### config.mk
export PLATFORM = sky130hd
export DESIGN_NAME = rs_write_forward_param_flat
export DESIGN_NICKNAME = d
export VERILOG_FILES = /design/src/rtl/rs_write_forward_param_if.sv /design/src/rtl/rs_write_forward_param.sv /design/src/flat_wrapper.sv
export SDC_FILE = /design/constraint.sdc
export NUM_CORES = 1
export LEC_CHECK = 0
export BUFFER_PORTS_ARGS = -buffer_cell sky130_fd_sc_hd__buf_2
export CAP_MARGIN = 20
export CORE_AREA = 2 2 556 558
export CTS_BUF_LIST = sky130_fd_sc_hd__clkbuf_16
export DETAILED_ROUTE_END_ITERATION = 10
export DIE_AREA = 0 0 558 560
export PLACE_DENSITY = 0.3
export SYNTH_ARGS = -nofsm -noshare
export SYNTH_HDL_FRONTEND = slang
export SYNTH_SLANG_ARGS = --single-unit
export TNS_END_PERCENT = 1
### constraint.sdc
create_clock -name clk -period 5.9 [get_ports clk]
set_input_delay 1.18 -clock clk [delete_from_list [all_inputs] [get_ports clk]]
set_output_delay 1.18 -clock clk [all_outputs]
set_load 0.02 [all_outputs]
### src/rtl/rs_write_forward_param_if.sv
// Operand-capture bus for the reservation-station write-forward buffer.
// The slave side is the buffer itself; the master side is the issue logic
// that presents operands and the consumer that drains resolved entries.
interface rs_write_forward_param_if #(
  parameter int DATA_WIDTH = 64,
  parameter int NUM_FU     = 10,
  parameter int DEPTH      = 2
);
  localparam int CNT_W = $clog2(DEPTH) + 1;

  logic                         flush;
  logic                         in_valid;
  logic                         in_ready;
  logic [DATA_WIDTH-1:0]        oldData;
  logic [3:0]                   fuFwd;
  logic [3:0]                   fuuFwd;
  logic [NUM_FU*DATA_WIDTH-1:0] fu_bus;
  logic [NUM_FU*DATA_WIDTH-1:0] fu_reg_bus;
  logic                         out_valid;
  logic                         out_ready;
  logic [DATA_WIDTH-1:0]        newData;
  logic                         sel_err;
  logic [CNT_W-1:0]             count;

  modport slave (
    input  flush, in_valid, oldData, fuFwd, fuuFwd, fu_bus, fu_reg_bus,
           out_ready,
    output in_ready, out_valid, newData, sel_err, count
  );

  modport master (
    output flush, in_valid, oldData, fuFwd, fuuFwd, fu_bus, fu_reg_bus,
           out_ready,
    input  in_ready, out_valid, newData, sel_err, count
  );
endinterface

### src/rtl/rs_write_forward_param.sv
// Reservation-station operand capture with result forwarding.
// At accept time the operand is resolved from the current FU result bus,
// the one-cycle-old registered result bus, or the register-file value, and
// the resolved value is frozen into a small circular FIFO. The consumer
// drains the FIFO with a valid/ready handshake.
module rs_write_forward_param #(
  parameter int DATA_WIDTH = 64,
  parameter int NUM_FU     = 10,
  parameter int DEPTH      = 2
) (
  input logic                     clk,
  input logic                     rst,
  rs_write_forward_param_if.slave bus
);

  localparam int                SEL_W = 4;
  localparam logic [SEL_W-1:0]  NONE  = 4'hf;
  localparam int                PTR_W = $clog2(DEPTH);
  localparam int                CNT_W = $clog2(DEPTH) + 1;
  localparam logic [CNT_W-1:0]  DEPTH_CNT  = CNT_W'(DEPTH);
  localparam logic [SEL_W-1:0]  NUM_FU_SEL = SEL_W'(NUM_FU);

  // Select points at an existing functional unit.
  function automatic logic sel_hit(input logic [SEL_W-1:0] s);
    return s < NUM_FU_SEL;
  endfunction

  // Select is neither "no forward" nor a real functional unit.
  function automatic logic sel_bad(input logic [SEL_W-1:0] s);
    return (s != NONE) && !sel_hit(s);
  endfunction

  // Extract slice s of a result bus; out-of-range selects yield zero.
  function automatic logic [DATA_WIDTH-1:0] bus_slice(
    input logic [NUM_FU*DATA_WIDTH-1:0] b,
    input logic [SEL_W-1:0]             s
  );
    logic [DATA_WIDTH-1:0] v;
    v = '0;
    for (int k = 0; k < NUM_FU; k++) begin
      if (s == SEL_W'(k)) v = b[k*DATA_WIDTH +: DATA_WIDTH];
    end
    return v;
  endfunction

  // Priority: current-cycle result, then previous-cycle result, then RF value.
  function automatic logic [DATA_WIDTH-1:0] resolve_operand(
    input logic [SEL_W-1:0]             fwd,
    input logic [SEL_W-1:0]             fwd_old,
    input logic [NUM_FU*DATA_WIDTH-1:0] cur_bus,
    input logic [NUM_FU*DATA_WIDTH-1:0] reg_bus,
    input logic [DATA_WIDTH-1:0]        rf_val
  );
    if (sel_hit(fwd))          return bus_slice(cur_bus, fwd);
    else if (sel_hit(fwd_old)) return bus_slice(reg_bus, fwd_old);
    else                       return rf_val;
  endfunction

  // ---- stage p0: combinational resolve and handshake decode ----
  logic [DATA_WIDTH-1:0] res_data_p0;
  logic                  acc_p0;
  logic                  pop_p0;
  logic                  bad_sel_p0;

  // ---- stage p1: buffer storage and control state ----
  logic [DATA_WIDTH-1:0] buf_p1 [DEPTH];
  logic [PTR_W-1:0]      wr_ptr;
  logic [PTR_W-1:0]      rd_ptr;
  logic [CNT_W-1:0]      count_p1;
  logic [CNT_W-1:0]      count_nxt;
  logic                  sel_err_p1;
  logic                  vld_p1;

  assign vld_p1 = (count_p1 != '0);

  // Handshake outputs; a full buffer still accepts when the head leaves.
  assign bus.in_ready  = (count_p1 < DEPTH_CNT) || bus.out_ready;
  assign bus.out_valid = vld_p1;
  assign bus.newData   = vld_p1 ? buf_p1[rd_ptr] : '0;
  assign bus.sel_err   = sel_err_p1;
  assign bus.count     = count_p1;

  // Resolve the operand and decode accept/pop for this cycle.
  always_comb begin
    res_data_p0 = resolve_operand(bus.fuFwd, bus.fuuFwd, bus.fu_bus,
                                  bus.fu_reg_bus, bus.oldData);
    acc_p0      = bus.in_valid && bus.in_ready;
    pop_p0      = vld_p1 && bus.out_ready;
    bad_sel_p0  = sel_bad(bus.fuFwd) || sel_bad(bus.fuuFwd);
  end

  // Occupancy follows the accept/pop pair; both together keep it constant.
  always_comb begin
    count_nxt = count_p1;
    unique case ({acc_p0, pop_p0})
      2'b10:   count_nxt = count_p1 + CNT_W'(1);
      2'b01:   count_nxt = count_p1 - CNT_W'(1);
      default: count_nxt = count_p1;
    endcase
  end

  // Control state: pointers, occupancy and the sticky select-error flag.
  always_ff @(posedge clk or posedge rst) begin
    if (rst) begin
      wr_ptr     <= '0;
      rd_ptr     <= '0;
      count_p1   <= '0;
      sel_err_p1 <= 1'b0;
    end else begin
      if (acc_p0 && bad_sel_p0) sel_err_p1 <= 1'b1;
      if (bus.flush) begin
        wr_ptr   <= '0;
        rd_ptr   <= '0;
        count_p1 <= '0;
      end else begin
        if (acc_p0) wr_ptr <= wr_ptr + PTR_W'(1);
        if (pop_p0) rd_ptr <= rd_ptr + PTR_W'(1);
        count_p1 <= count_nxt;
      end
    end
  end

  // Operand storage: the resolved value is frozen here on accept.
  always_ff @(posedge clk) begin
    if (acc_p0 && !bus.flush) buf_p1[wr_ptr] <= res_data_p0;
  end

endmodule

### src/flat_wrapper.sv
// flat-port wrapper written by rule: the top's interface ports become plain ports
module rs_write_forward_param_flat 
#(
  parameter int DATA_WIDTH = 64,
  parameter int NUM_FU     = 10,
  parameter int DEPTH      = 2
)
  (clk, rst, bus_flush, bus_in_valid, bus_oldData, bus_fuFwd, bus_fuuFwd, bus_fu_bus, bus_fu_reg_bus, bus_out_ready, bus_in_ready, bus_out_valid, bus_newData, bus_sel_err, bus_count);
  rs_write_forward_param_if #(.DATA_WIDTH(DATA_WIDTH), .NUM_FU(NUM_FU), .DEPTH(DEPTH)) bus_i ();
  input logic clk;
  input logic rst;
  input wire logic [$bits(bus_i.flush)-1:0] bus_flush;
  input wire logic [$bits(bus_i.in_valid)-1:0] bus_in_valid;
  input wire logic [$bits(bus_i.oldData)-1:0] bus_oldData;
  input wire logic [$bits(bus_i.fuFwd)-1:0] bus_fuFwd;
  input wire logic [$bits(bus_i.fuuFwd)-1:0] bus_fuuFwd;
  input wire logic [$bits(bus_i.fu_bus)-1:0] bus_fu_bus;
  input wire logic [$bits(bus_i.fu_reg_bus)-1:0] bus_fu_reg_bus;
  input wire logic [$bits(bus_i.out_ready)-1:0] bus_out_ready;
  output wire logic [$bits(bus_i.in_ready)-1:0] bus_in_ready;
  output wire logic [$bits(bus_i.out_valid)-1:0] bus_out_valid;
  output wire logic [$bits(bus_i.newData)-1:0] bus_newData;
  output wire logic [$bits(bus_i.sel_err)-1:0] bus_sel_err;
  output wire logic [$bits(bus_i.count)-1:0] bus_count;
  assign bus_i.flush = bus_flush;
  assign bus_i.in_valid = bus_in_valid;
  assign bus_i.oldData = bus_oldData;
  assign bus_i.fuFwd = bus_fuFwd;
  assign bus_i.fuuFwd = bus_fuuFwd;
  assign bus_i.fu_bus = bus_fu_bus;
  assign bus_i.fu_reg_bus = bus_fu_reg_bus;
  assign bus_i.out_ready = bus_out_ready;
  assign bus_in_ready = bus_i.in_ready;
  assign bus_out_valid = bus_i.out_valid;
  assign bus_newData = bus_i.newData;
  assign bus_sel_err = bus_i.sel_err;
  assign bus_count = bus_i.count;
  rs_write_forward_param #(.DATA_WIDTH(DATA_WIDTH), .NUM_FU(NUM_FU), .DEPTH(DEPTH)) u_core (.clk(clk), .rst(rst), .bus(bus_i));
endmodule
==> out/metrics.csv <==
stage,metric,value,unit
clock_network,CTS tree,built,
layout,most frequent cells in the layout,"1418 x buf_2, 246 x o21ai_0, 242 x mux2i_1",
logic_synthesis,Synth cell types,77,
timing,fin crit period,4470,ps
setup_path,R2R setup slack,3740,ps
power_and_ir_drop,Pleak,12.4,nW
placement,pre-CTS setup slack,791,ps
timing,setup repair after global routing missed its margin,no,
global_route,Tot GR Track Use,21.5,%
routing,DR WL/cell,44.8,µm
power_and_ir_drop,power per cell area,154,nW/µm²
setup_path,FF-to-FF Start,u_core.bus.count[1]$_DFFE_PP0P_,
timing,final slew viol count,0,
setup_path,CP startpoint kind,input port,
logic_synthesis,Mapped Area,18000,µm²
layout,Post-Layout Inst Area,31700,µm²
clock_network,Clock Latency Late Sink,520,ps
clock_network,Post-CTS Setup Bufs,0,
floorplanning,Initial Util,5.88,%
logic_synthesis,post-synth top area cell,edfxtp_1,
logic_synthesis,Post-Synthesis Cells,2126,
worst_hold_path,hold depth,1,
routing,DRC viols,0,
clock_network,CTS H-tree lvls,4,
logic_synthesis,Post-synth EDFFs,128,
routing,initial DRC count,2419,
routing,vias,28300,
placement,Final GP Congestion,0.926,
clock_network,Bufs on Longest Clock Path,2,
timing,final setup fails,0,
flow_run,Max-Cap Viols,0,
setup_path,Reg2Reg Capture Point,u_core.buf_p1[1][4]$_DFFE_PP_,
logic_synthesis,YS warnings,0,
clock_network,clock buffer count from CTS,17,
worst_hold_path,Worst Hold End,u_core.bus.sel_err$_DFFE_PP0P_,
floorplanning,total core area,307000,µm²
setup_path,Critical Path Sink Type,register,
timing,Rel. slew slack,2.64,%
worst_hold_path,Hold Startpoint,u_core.bus.sel_err$_DFFE_PP0P_,
setup_path,worst r2r path cells,4,
logic_synthesis,syn avg cell area,8.49,µm²
layout,Final #Nets,4836,
floorplanning,Die Y,560,µm
clock_network,cts repair resizes,0,
timing,maximum clock rate,0.224,GHz
layout,fillers,36100,
timing,total negative slack,0,ps
power_and_ir_drop,peak supply drop,0.172,mV
logic_synthesis,asr flop ratio synth,3.76,%
logic_synthesis,synthesized flop and latch total,133,
clock_network,clock-pin slew on the worst setup and hold paths,70,ps
routing,DRT Pass-1 Iters,9,
layout,"most common cell after layout, fill and taps aside",buf_2,
logic_synthesis,largest cells by area after synthesis,"edfxtp_1 21%, mux2i_1 14%, mux4_2 8.9%",
clock_network,clk sinks,133,
floorplanning,Top Ports,1426,
logic_synthesis,Synth Flop Type,edfxtp_1,
logic_synthesis,syn nets,3483,
timing,post-route setup slack,1430,ps
placement,post-DP HPWL,316,mm
setup_path,kind of critical path,in2reg,
outcome,status,"complete, no violations",
power_and_ir_drop,total chip power,4.88,mW
global_route,initial antenna violation count,506,
placement,port buffer count,1425,
global_route,largest net degree at the start of global routing,77,
timing,clock skew,17.8,ps
floorplanning,Die X,558,µm
logic_synthesis,Yosys top cell area share,21.3,%
timing,Slew @ Worst Pin,1450,ps
logic_synthesis,sequential-to-total area share from yosys stat,22.0,%
placement,placed inst area,30700,µm²
layout,layout cells sized above 1,51.1,%
floorplanning,row cnt,204,
routing,ANT nets after route,0,
routing,Post-Route WL,349,mm
global_route,grt ovf,0,
worst_hold_path,HP Class,reg2reg,
global_route,vias in the first global route,27500,
floorplanning,die footprint,312000,µm²
timing,Final Hold Viols,0,
clock_network,Root Driver,clkbuf_16,
setup_path,WP data arrival,4680,ps
layout,synth-to-layout area growth,75.7,%
setup_path,WP data required,6110,ps
routing,routed vias/inst,3.63,
timing,final period utilization,75.8,%
global_route,first-pass GRT wire length,409,mm
clock_network,hold_buf cts,0,
setup_path,CP Max Fanout,51,
==> Yosys cell counts, drive strengths merged (18+ instances only) <==
| cell | instances |
|---|---|
| o22ai | 104 |
| o21a | 48 |
| mux2i | 247 |
| edfxtp | 128 |
| buf | 144 |
| nor3 | 34 |
| mux2 | 46 |
| clkbuf | 97 |
| nand2 | 97 |
| o21ai | 270 |
| nor2 | 161 |
| or3 | 24 |
| a31oi | 37 |
| o221ai | 39 |
| nand3 | 18 |
| o211ai | 56 |
| inv | 18 |
| a22o | 21 |
| a21o | 22 |
| mux4 | 71 |
| a22oi | 21 |
| a221oi | 20 |
| a21oi | 155 |
| nor2b | 22 |
==> report_power, final <==
part	internal [mW]	switching (mW)	total (mW)
clock network	0.545	0.590	1.14
registers	1.12	0.0220	1.14
logic	0.870	1.74	2.61
==> cells by family after synthesis <==
family	synth area share, %
compound gates	33.9
xor+xnor	0.0971
buf+inv	6.95
flops	22.0
mux	25.4
simple gates	11.7
==> metal layers <==
metal  vias up  GRT usage (%)  part of all wire, %
met3       736           8.33                   10
met1     13800           26.2                   41
met4       220           4.40                  2.8
met5         -              0                 0.42
met2      2131           35.5                   46
li1      11500              -                    -
==> layout make-up <==
cell class | instances | area [µm²] | share of cell area [%]
Multi-Input combinational cell | 1734 | 13000 | 41.2
Timing Repair Buffer | 1575 | 8450 | 26.7
Clock inverter | 15 | 120 | 0.379
Inverter | 18 | 67.6 | 0.213
Antenna cell | 183 | 458 | 1.44
Sequential cell | 133 | 3970 | 12.5
Clock buffer | 17 | 425 | 1.34
Tap cell | 4120 | 5150 | 16.3
==> worst max path at each step <==
stage / endpoint / from / slack [ps]
detailed placement: u_core.buf_p1[0][55]$_DFFE_PP_ / bus_fuFwd[1] / 790
floorplan: u_core.buf_p1[0][0]$_DFFE_PP_ / bus_out_ready / -600
global placement: u_core.buf_p1[0][20]$_DFFE_PP_ / bus_fuFwd[3] / 560
global route: u_core.buf_p1[1][50]$_DFFE_PP_ / bus_fuFwd[0] / 1340
finish: u_core.buf_p1[0][25]$_DFFE_PP_ / bus_fuuFwd[1] / 1430
CTS: u_core.buf_p1[0][55]$_DFFE_PP_ / bus_fuFwd[1] / 1360
==> state kept, by name, summed over array words and instances, names as in the netlist <==
name                cells
u_core.bus.count        2
u_core.buf_p1         128
u_core.rd_ptr           1
u_core.wr_ptr           1
u_core.bus.sel_err      1
==> metrics by stage <==
stage	util, %	std cells	hold slack (ps)
2_1_floorplan	-	2126	518
3_3_place_gp	9.93	7563	472
3_5_place_dp	10.0	7580	465
4_1_cts	10.2	7612	487
5_1_grt	10.2	7686	513
6_report	10.3	7795	498
==> worst max-delay path, stage by stage <==
cell	delay, ps
buf_6	330
buf_4	590
mux4_2	330
a21oi_1	60
nor3_2	1080
a2111oi_2	110
buf_4	250
a211oi_1	630
Power figures use the tool's default switching activity.
